### src/rtl/tdm_demux2.sv
// Receive end of the 2:1 tagged serial link: splits the shared bit line into
// two independent W-bit words, each presented with a one-cycle valid strobe.

module tdm_demux2_lane #(
   parameter int W = 4
) (
   input  logic         clk,
   input  logic         rst_n,
   input  logic         clr_i,
   input  logic         acc_i,
   input  logic         y_i,
   output logic [W-1:0] data_o,
   output logic         valid_o
);
   localparam int CW = $clog2(W);

   logic [W-2:0]  sh_q, sh_d, sh_base;
   logic [CW-1:0] cnt_q, cnt_d, cnt_base;
   logic [W-1:0]  data_q, data_d, word;
   logic          valid_q, valid_d;

   // A frame clear takes effect before the bit of the same cycle lands.
   always_comb begin
      sh_base  = clr_i ? '0 : sh_q;
      cnt_base = clr_i ? '0 : cnt_q;
      word     = {sh_base, y_i};
      sh_d     = sh_base;
      cnt_d    = cnt_base;
      data_d   = data_q;
      valid_d  = 1'b0;
      if (acc_i) begin
         if (cnt_base == CW'(W - 1)) begin
            data_d  = word;
            valid_d = 1'b1;
            cnt_d   = '0;
         end else begin
            sh_d  = word[W-2:0];
            cnt_d = cnt_base + 1'b1;
         end
      end
   end

   always_ff @(posedge clk or negedge rst_n) begin
      if (!rst_n) begin
         sh_q    <= '0;
         cnt_q   <= '0;
         data_q  <= '0;
         valid_q <= 1'b0;
      end else begin
         sh_q    <= sh_d;
         cnt_q   <= cnt_d;
         data_q  <= data_d;
         valid_q <= valid_d;
      end
   end

   assign data_o  = data_q;
   assign valid_o = valid_q;
endmodule

module tdm_demux2 #(
   parameter int W = 4
) (
   input  logic         clk,
   input  logic         rst_n,
   input  logic         sync_i,
   input  logic         en_i,
   input  logic         s_i,
   input  logic         y_i,
   output logic [W-1:0] a_data_o,
   output logic         a_valid_o,
   output logic [W-1:0] b_data_o,
   output logic         b_valid_o,
   output logic         err_o
);
   localparam int NUM_LANES = 2;

   typedef enum logic {IDLE, RUN} state_t;

   state_t                          state_q;
   logic                            err_q;
   logic                            accept;
   logic [NUM_LANES-1:0]            acc;
   logic [NUM_LANES-1:0][W-1:0]     data;
   logic [NUM_LANES-1:0]            valid;

   // sync in IDLE opens the frame and admits the bit of that same cycle
   assign accept = en_i & ((state_q == RUN) | sync_i);
   assign acc    = {accept & s_i, accept & ~s_i};

   for (genvar g = 0; g < NUM_LANES; g++) begin : g_lane
      tdm_demux2_lane #(.W(W)) u_lane (
         .clk    (clk),
         .rst_n  (rst_n),
         .clr_i  (sync_i),
         .acc_i  (acc[g]),
         .y_i    (y_i),
         .data_o (data[g]),
         .valid_o(valid[g])
      );
   end

   always_ff @(posedge clk or negedge rst_n) begin
      if (!rst_n) begin
         state_q <= IDLE;
         err_q   <= 1'b0;
      end else begin
         if (sync_i)
            err_q <= 1'b0;
         else if (state_q == IDLE && en_i)
            err_q <= 1'b1;
         if (sync_i)
            state_q <= RUN;
      end
   end

   assign a_data_o  = data[0];
   assign a_valid_o = valid[0];
   assign b_data_o  = data[1];
   assign b_valid_o = valid[1];
   assign err_o     = err_q;
endmodule

### config.mk
export PLATFORM = sky130hd
export DESIGN_NAME = tdm_demux2
export DESIGN_NICKNAME = d
export VERILOG_FILES = /design/src/rtl/tdm_demux2.sv
export SDC_FILE = /design/constraint.sdc
export NUM_CORES = 1
export LEC_CHECK = 0
export ABC_AREA = 1
export CORE_MARGIN = 2
export CORE_UTILIZATION = 35
export CTS_BUF_LIST = sky130_fd_sc_hd__clkbuf_8
export CTS_CLUSTER_SIZE = 10
export DETAILED_ROUTE_END_ITERATION = 10
export HOLD_SLACK_MARGIN = 0.06
export PLACE_DENSITY = 0.61
export SYNTH_ARGS = -nofsm -noshare
export SYNTH_HDL_FRONTEND = slang
export SYNTH_HIERARCHICAL = 1
export SYNTH_SLANG_ARGS = --single-unit
export TNS_END_PERCENT = 20
### constraint.sdc
create_clock -name clk -period 1.5 [get_ports clk]
set_input_delay 0.3 -clock clk [delete_from_list [all_inputs] [get_ports clk]]
set_output_delay 0.3 -clock clk [all_outputs]
set_load 0.01 [all_outputs]
Word level (Yosys, flattened, before mapping)
Index checks and enable logic that the tools add are counted.
{"block": "totals", "output_inout_bits": 11, "in_bits": 6, "elab_cells": 42, "regBits": 22}
{"block": "classes", "n_bitwise": 6, "n_reduce_logical": 4, "eq_ne": 2, "n_mux": 18, "n_addsub": 2}
{"cell": "$mux W3", "n": 6}
{"cell": "$mux W2", "n": 6}
{"cell": "$mux W1", "n": 6}
{"cell": "$add A2 B1 Y2 const B", "n": 2}
{"cell": "$eq A2 B2 Y1 const B", "n": 2}
{"cell": "$reduce_and A2 Y1", "n": 2}
{"cell": "$and A1 B1 Y1", "n": 3}
{"cell": "$not A1 Y1", "n": 2}
{"cell": "$reduce_bool A2 Y1", "n": 1}
{"cell": "$logic_and A1 B1 Y1", "n": 1}
{"cell": "$or A1 B1 Y1", "n": 1}

Logic depth before layout (Yosys ltp)
{"block": "logic_depth", "depth_word": 4, "ltp_mapped": 7, "mapped_depth_nobuf": 7}

Cells and area by module
The synthesis kept the hierarchy.
{"mod": "tdm_demux2_lane", "area_per_inst_um2": 441.7, "cells_each": 56, "seq_area_each_um2": 250.2, "instances": 2}
{"mod": "tdm_demux2", "area_per_inst_um2": 92.6, "cells_each": 12, "seq_area_each_um2": 50.0, "instances": 1}

Worst setup path after synthesis
OpenSTA, ideal clock, no wires.
{"block": "synth_path", "path_kind": "input to register", "from": "input port s_i", "to": "register g_lane[1].u_lane.sh_q[2]", "required_time_ns": 1.435, "setup_time_ns": 0.065, "n_path_buf": 0, "arrival_ns": 1.100, "stages": 6, "slack_ns": 0.335, "path_cell_list": "inv_1 nor3_1 inv_1 nor2_4 nand2_1 nand2_1"}
{"block": "synth_via", "elab_chain_len": 2}
{"element": "from (decl)", "line_no": "68", "rtl": "input logic s_i,"}
{"element": "$and A1 B1 Y1", "line_no": "89", "rtl": "assign acc = {accept & s_i, accept & ~s_i};"}
{"element": "via acc[1]", "line_no": "83", "rtl": "logic [NUM_LANES-1:0] acc;"}
{"element": "$mux W3", "line_no": "31", "rtl": "if (acc_i) begin"}
{"element": "via g_lane[1].u_lane.sh_d[2]", "line_no": "17", "rtl": "logic [W-2:0] sh_q, sh_d, sh_base;"}
{"element": "to (signal assigned)", "line_no": "45", "rtl": "sh_q <= '0;"}
{"element": "to (signal assigned)", "line_no": "50", "rtl": "sh_q <= sh_d;"}
{"element": "to (decl)", "line_no": "17"}
The timed path passes the listed nets, and every way through them passes these cells.
A chain may end at the register's enable or synchronous reset.

Worst setup path after layout
{"block": "layout_path", "from": "register g_lane[0].u_lane.data_q[2]", "to": "output port a_data_o[2]"}
{"element": "from (decl)", "line_no": "19", "rtl": "logic [W-1:0] data_q, data_d, word;"}
{"element": "from (signal assigned)", "line_no": "52", "rtl": "data_q <= data_d;"}
{"element": "to (decl)", "line_no": "70", "rtl": "output logic [W-1:0] a_data_o,"}
No word-level cell between the ends.

==> flow_metrics.tcl <==
set metrics [dict create \
    fillers 292 \
    start_kind "flip-flop" \
    synth_seq_cells 22 \
    synth.distinct_cells 10 \
    worst_pin_slew_ns 0.2856 \
    cp_cell_sequence "clkdlybuf4s50_1" \
    hold_viol_final 0 \
    route.detailed.drc 0 \
    cts_tree "yes" \
    drive_gt1_share_pct 13.07 \
    swShare_pct 20.09 \
    p_sw_mw 0.2564 \
    max-cap-violations 0 \
    slew_violations 0 \
    rsz0062_at_grt "false" \
    antenna_found_initial 0 \
    htree_levels 1 \
    gp_congestion 0.7883 \
    yosysWarnings 6 \
    r2r_start "g_lane[0].u_lane/cnt_q[0]" \
    start_util_pct 36.01 \
    fp.coreArea_sq_um 2710 \
    slew_headroom_pct 80.96 \
    syn_nets 132 \
    min_period_ns 1.451 \
    r2r_setup_slack_ns 0.33 \
    grt-ovfl-total 0 \
    syn_area_per_cell_sq_um 7.870 \
    max_stage_delay_ns 0.54 \
    pwr-share-clk_pct 42.4 \
    clockRootBuffer "clkbuf_8" \
    post_cts.repair.setup_buffers 0 \
    vias 775 \
    cp_top_family "buffers and inverters" \
    slowest_stage "clkdlybuf4s50_1" \
    die_y_microns 56.81 \
    grt_pass1_vias 735 \
    clock_latency_ns 0.25 \
    grt_usage_pct 11.95 \
    yosysSeqAreaShare_pct 56.41 \
    die_area_sq_um 3227 \
    hp-class "in -> async" \
    power.internal_mw 1.020 \
    num_antenna_cells 0 \
    stdcell_count 184 \
    wl_microns 1749 \
    grt_pass1_wl_microns 3063 \
    final-setup-viol-count 0 \
    power_density_nw_per_um2 965.8 \
    ant_nets 0 \
    p_leak_nw 0.7656 \
    drt_iter0_markers 18 \
    fmaxAchievable_ghz 0.6894 \
    dp_cells 180 \
    area_growth_pct 35.38 \
    num_io_pins 17 \
    dieWidth_microns 56.81 \
    grt_max_degree 23 \
    power_mw 1.276 \
    critPathMaxFanout 2 \
    arrival_ns 1.15 \
    combPwrFrac_pct 8.9 \
    status "completed" \
    cp_num_buf_inv 1 \
    r2r-end "g_lane[0].u_lane/sh_q[0]" \
    clock_skew_ns 0.001523 \
    dpl.hpwl_microns 1338 \
    finalCritPeriodShare_pct 96.70 \
    numPortBuffers 16 \
    path_class "reg -> out" \
    cts_made_buffers 3 \
    syn_area_sq_um 975.9 \
    wl_per_cell_microns 9.505 \
    mostFrequentLayoutCells "61 x nand2_1, 22 x dfrtp_1, 20 x inv_1" \
    power_frac_seq_pct 48.7 \
    r2r_cells 7 \
    clk_pin_slew_ns 0.08 \
    via_per_inst 4.212 \
    ir_drop_v 0.0004830 \
    synthCells 124 \
    first_pass_iters 4 \
    end_kind "output port" \
    finalNetCount 162 \
    row_count 19 \
    cts_hold_buf 0 \
    final_common_cell "nand2_1" \
    cts_buffer_depth 2 \
    clock-sinks 22 \
    critPathRequiredTime_ns 1.20 \
]
-- repair_timing --
action	CTS	global route
endpoints found under the setup margin	0	13
resized for setup	0	3
hold endpoints to repair	0	0
-- registers in the layout, summed over array words and instances, names as in the netlist --
name,flops
g_lane.u_lane/data_o,8
g_lane.u_lane/sh_q,6
g_lane.u_lane/cnt_q,4
g_lane.u_lane/valid_o,2
err_o,1
state_q,1
-- synthesized netlist by cell type --
| cell | n | area share [%] |
|---|---|---|
| nor2_4 | 2 | 2.3 |
| nor2_1 | 10 | 3.8 |
| ha_1 | 2 | 2.6 |
| inv_2 | 2 | 0.77 |
| dfrtp_1 | 22 | 56 |
| nor3_1 | 2 | 1.0 |
| nand2_2 | 2 | 1.3 |
| inv_1 | 20 | 7.7 |
| nand2_1 | 61 | 23 |
| nor2_2 | 1 | 0.64 |
-- metrics by stage --
step	worst slack (ns)	hold slack [ns]	TNS (ns)	cell area, sq um	utilization [%]
after floorplan	0.3351	0.004409	0	975.9	-
after global placement	-0.2003	0.4642	-3.193	1242	45.84
after detailed placement	-0.2040	0.4678	-3.338	1242	45.84
after CTS	0.03004	0.3996	0	1314	48.48
after global routing	0.002501	0.4244	0	1321	48.75
final	0.04943	0.3930	0	1321	48.75
-- cells by family after synthesis --
logic type,Yosys count,synth area share (%)
simple gates,78,32.56
buf+inv,22,8.462
flops,22,56.41
fa+ha+maj,2,2.564
-- power groups by stage --
stage / Clock, mW / Combinational [mW] / Sequential, mW
after floorplan: 0 / 0.0470 / 0.635
after global placement: 0 / 0.115 / 0.632
after detailed placement: 0 / 0.116 / 0.633
after CTS: 0.560 / 0.117 / 0.621
after global routing: 0.584 / 0.130 / 0.623
final: 0.541 / 0.114 / 0.621
-- layer usage --
metal  part of all wire [%]  vias to the layer above  GRT usage [%]
met5                      0                        -              0
met4                      0                        0          2.990
met3                    4.3                        0          3.226
met2                     46                       10          19.27
met1                     49                      352          15.98
li1                       -                      413              -
-- worst max path at each step --
stage	start	to	slack (ns)	cells past startpoint
4_1_cts	g_lane[1].u_lane/data_o[2]	b_data_o[2]	0.03	1
6_report	g_lane[0].u_lane/data_o[2]	a_data_o[2]	0.05	1
2_1_floorplan	s_i	g_lane[1].u_lane/sh_q[2]	0.34	6
3_5_place_dp	sync_i	g_lane[0].u_lane/sh_q[0]	-0.20	7
5_1_grt	g_lane[0].u_lane/data_o[0]	a_data_o[0]	0.003	1
3_3_place_gp	sync_i	g_lane[0].u_lane/data_o[2]	-0.20	8
-- final cells by class --
| cell class | instances | area (sq um) | share of cell area (%) |
|---|---|---|---|
| sequential | 22 | 550.5 | 41.67 |
| multi-input combinational | 80 | 342.8 | 25.95 |
| timing repair buffer | 25 | 235.2 | 17.80 |
| inverter | 22 | 82.58 | 6.250 |
| clock buffer | 3 | 41.29 | 3.125 |
| tap | 31 | 38.79 | 2.936 |
| clock inverter | 1 | 30.03 | 2.273 |
(Power assumes the default switching activity.)
==> patch: new RTL, same flow settings <==
`W` is set to 4 in 2 places; all go to 2.
--- a/src/rtl/tdm_demux2.sv
+++ b/src/rtl/tdm_demux2.sv
@@ -4,3 +4,3 @@
 module tdm_demux2_lane #(
-   parameter int W = 4
+   parameter int W = 2
 ) (
@@ -61,3 +61,3 @@
 module tdm_demux2 #(
-   parameter int W = 4
+   parameter int W = 2
 ) (
Interface: changed (resized a_data_o and b_data_o); port bits go from 17 to 13. No check against the original RTL was run, so the function may have changed too.
==> patch against the unedited design <==
- clock skew shrank 0.00067 ns
- worst setup slack better by 0.033 ns
- synthesized area is 49% lower
- non-clock buffer count down 8
- clock power down 48%
- final area down 45%
- sequential cell count is 10 lower
- sequential share of layout area shrank 0.43 points
- power down 35%
- wire length down 49%
- critical path type unchanged
- critical endpoint is now a_data_o[1]
==> patch: results (changes against the unedited design) <==
via count: 374 (-52%)
slowest stage delay, CP: 0.54 ns (about the same)
Hold Path Class: input pin to async pin
Async SR Flop Fraction: 1.00 (unchanged)
number of iterations in the first detailed-routing pass: 6 (+2)
DPL Wire Length: 644 um (-52%)
largest net degree at the start of global routing: 13 (-43%)
Layout Skew: 0.000857 ns (-0.000665 ns)
combined global-route utilization of all metal layers: 0.123 (+0.00331)
Synth area leaders: sky130_fd_sc_hd__dfrtp_1 (61%), sky130_fd_sc_hd__nand2_1 (11%), sky130_fd_sc_hd__inv_1 (11%), sky130_fd_sc_hd__ha_1 (5.1%), sky130_fd_sc_hd__nand2_2 (2.5%)
buffer depth of the longest clock path: 2 (unchanged)
static leakage: 0.385 nW (-50%)
status: completed
final weighted congestion of routability-driven global placement: 0.709 (-10%)
insertion delay to the later sink of the worst-skew pair: 0.23 ns (-0.02 ns)
number of global-route vias before repair: 384 (-48%)
clock edge transition at the registers on the reported setup and hold paths: 0.05 ns (-0.03 ns)
net count after synthesis: 62 (-53%)
antenna cell count: 0 (unchanged)
layout cell share with drive strength beyond 1: 0.203 (+0.0720)
count of H-tree levels built during CTS: 1 (unchanged)
synth unique cells: 10 (unchanged)
largest vdd supply drop: 0.675 mV (+40%)
cell with the largest stage delay on the worst path: sky130_fd_sc_hd__clkdlybuf4s50_1
Rel. slew slack: 0.660 (-0.149)
top cells by count, synth: sky130_fd_sc_hd__nand2_1 (15), sky130_fd_sc_hd__inv_1 (14), sky130_fd_sc_hd__dfrtp_1 (12)
global-route wire length before repair: 1.56 mm (-49%)
Largest register FFs: 4 (-4)
maximum fanout along the worst path: 2 (unchanged)
top flip-flop cell by instance count after synthesis: sky130_fd_sc_hd__dfrtp_1
cts bufs inserted: 3 (unchanged)
maximum operating frequency: 706 MHz (+2.4%)
Post-Syn Instances: 54 (-56%)
area post-placement: 669 sq um (-46%)
total of endpoints with negative setup slack in the final report: 0 (unchanged)
vias per cell: 4.20 (-0.23%)
Initial DRC Count: 6 (-12)
routed wirelength normalized by instance count: 9.97 um (+4.8%)
number of nets in the finished design: 84 (-48%)
number of cells in the design after placement: 86 (-52%)
synth warn: 6 (unchanged)
cell family with most CP delay: buffers and inverters
share of the yosys chip area belonging to registers: 0.609 (+0.0450)
Worst Path Arrival: 1.12 ns (-0.03 ns)
Root Buffer Master: sky130_fd_sc_hd__clkbuf_8
number of input and output port buffers inserted: 12 (-4)
number of antenna violations at the first check in global routing: 0 (unchanged)
patch: cell types whose count changed in the layout (fill, tap and decap cells not counted), moves of 2 or more:
cell / change
sky130_fd_sc_hd__nand3_1: +2
sky130_fd_sc_hd__nor2_1: -10
sky130_fd_sc_hd__nor3_2: +2
sky130_fd_sc_hd__inv_1: -7
sky130_fd_sc_hd__dfrtp_1: -10
sky130_fd_sc_hd__dlymetal6s2s_1: -3
sky130_fd_sc_hd__buf_4: -4
sky130_fd_sc_hd__o21ai_0: +2
sky130_fd_sc_hd__nor3_1: -2
sky130_fd_sc_hd__o21ai_1: +2
sky130_fd_sc_hd__nand2_1: -46
patch: report_power, final:
part	leakage (nW)	switching, mW	internal, mW	total (mW)
registers	0.153	0.0179	0.364	0.382
logic	0.210	0.0698	0.0904	0.160
clock network	0.0216	0.106	0.176	0.282
patch: repair_timing:
| action | CTS | global route |
|---|---|---|
| buffers inserted | 0 | 0 |
| resized for setup | 0 | 5 |
| endpoints found under the setup margin | 0 | 4 |
patch: kinds of logic after synthesis:
logic type,synth area share
adder cells (fa/ha/maj),0.0508
flip-flops,0.609
AO/OA/AOI/OAI,0.0406
AND/OR/NAND/NOR,0.193
buffers and inverters,0.107
patch: routing by layer:
| metal | global-route usage | wire length (um) |
|---|---|---|
| met5 | 0 | 0 |
| met4 | 0.0968 | 14 |
| met3 | 0.0391 | 29 |
| met2 | 0.191 | 439 |
| met1 | 0.138 | 404 |
patch: layout make-up:
class	count	area, sq um
Clock buffer	3	41.3
Fill cell	122	573
Inverter	14	52.6
Multi-Input combinational cell	28	158
Sequential cell	12	300
Tap cell	15	18.8
Timing Repair Buffer	17	158
patch: worst reg2reg max path, stage by stage, from the launching register on:
cell and delay, ns:
sky130_fd_sc_hd__dfrtp_1 0.39, sky130_fd_sc_hd__nor2_4 0.14, sky130_fd_sc_hd__nor3_2 0.06, sky130_fd_sc_hd__buf_4 0.14, sky130_fd_sc_hd__ha_2 0.18, sky130_fd_sc_hd__inv_2 0.07
sky130_fd_sc_hd__o21ai_0 0.07
patch: through the flow:
stage,util,TNS [ns],worst slack [ns]
4_1_cts,0.546,0,0.0520
3_5_place_dp,0.514,-0.660,-0.177
2_1_floorplan,-,0,0.408
3_3_place_gp,0.514,-0.577,-0.142
5_1_grt,0.560,0,0.0103
6_report,0.560,0,0.0828
patch: final timing paths:
kind	from	endpoint	slack, ns	cells after the start
min in group clk	err_o	err_o	0.48	2
max in group asynchronous	rst_n	g_lane[0].u_lane/data_o[0]	0.76	1
min reg2reg	err_o	err_o	0.48	2
max reg2reg	state_q	g_lane[0].u_lane/data_o[0]	0.35	6
min	rst_n	g_lane[1].u_lane/cnt_q	0.41	1
max	g_lane[0].u_lane/data_o[1]	a_data_o[1]	0.08	1
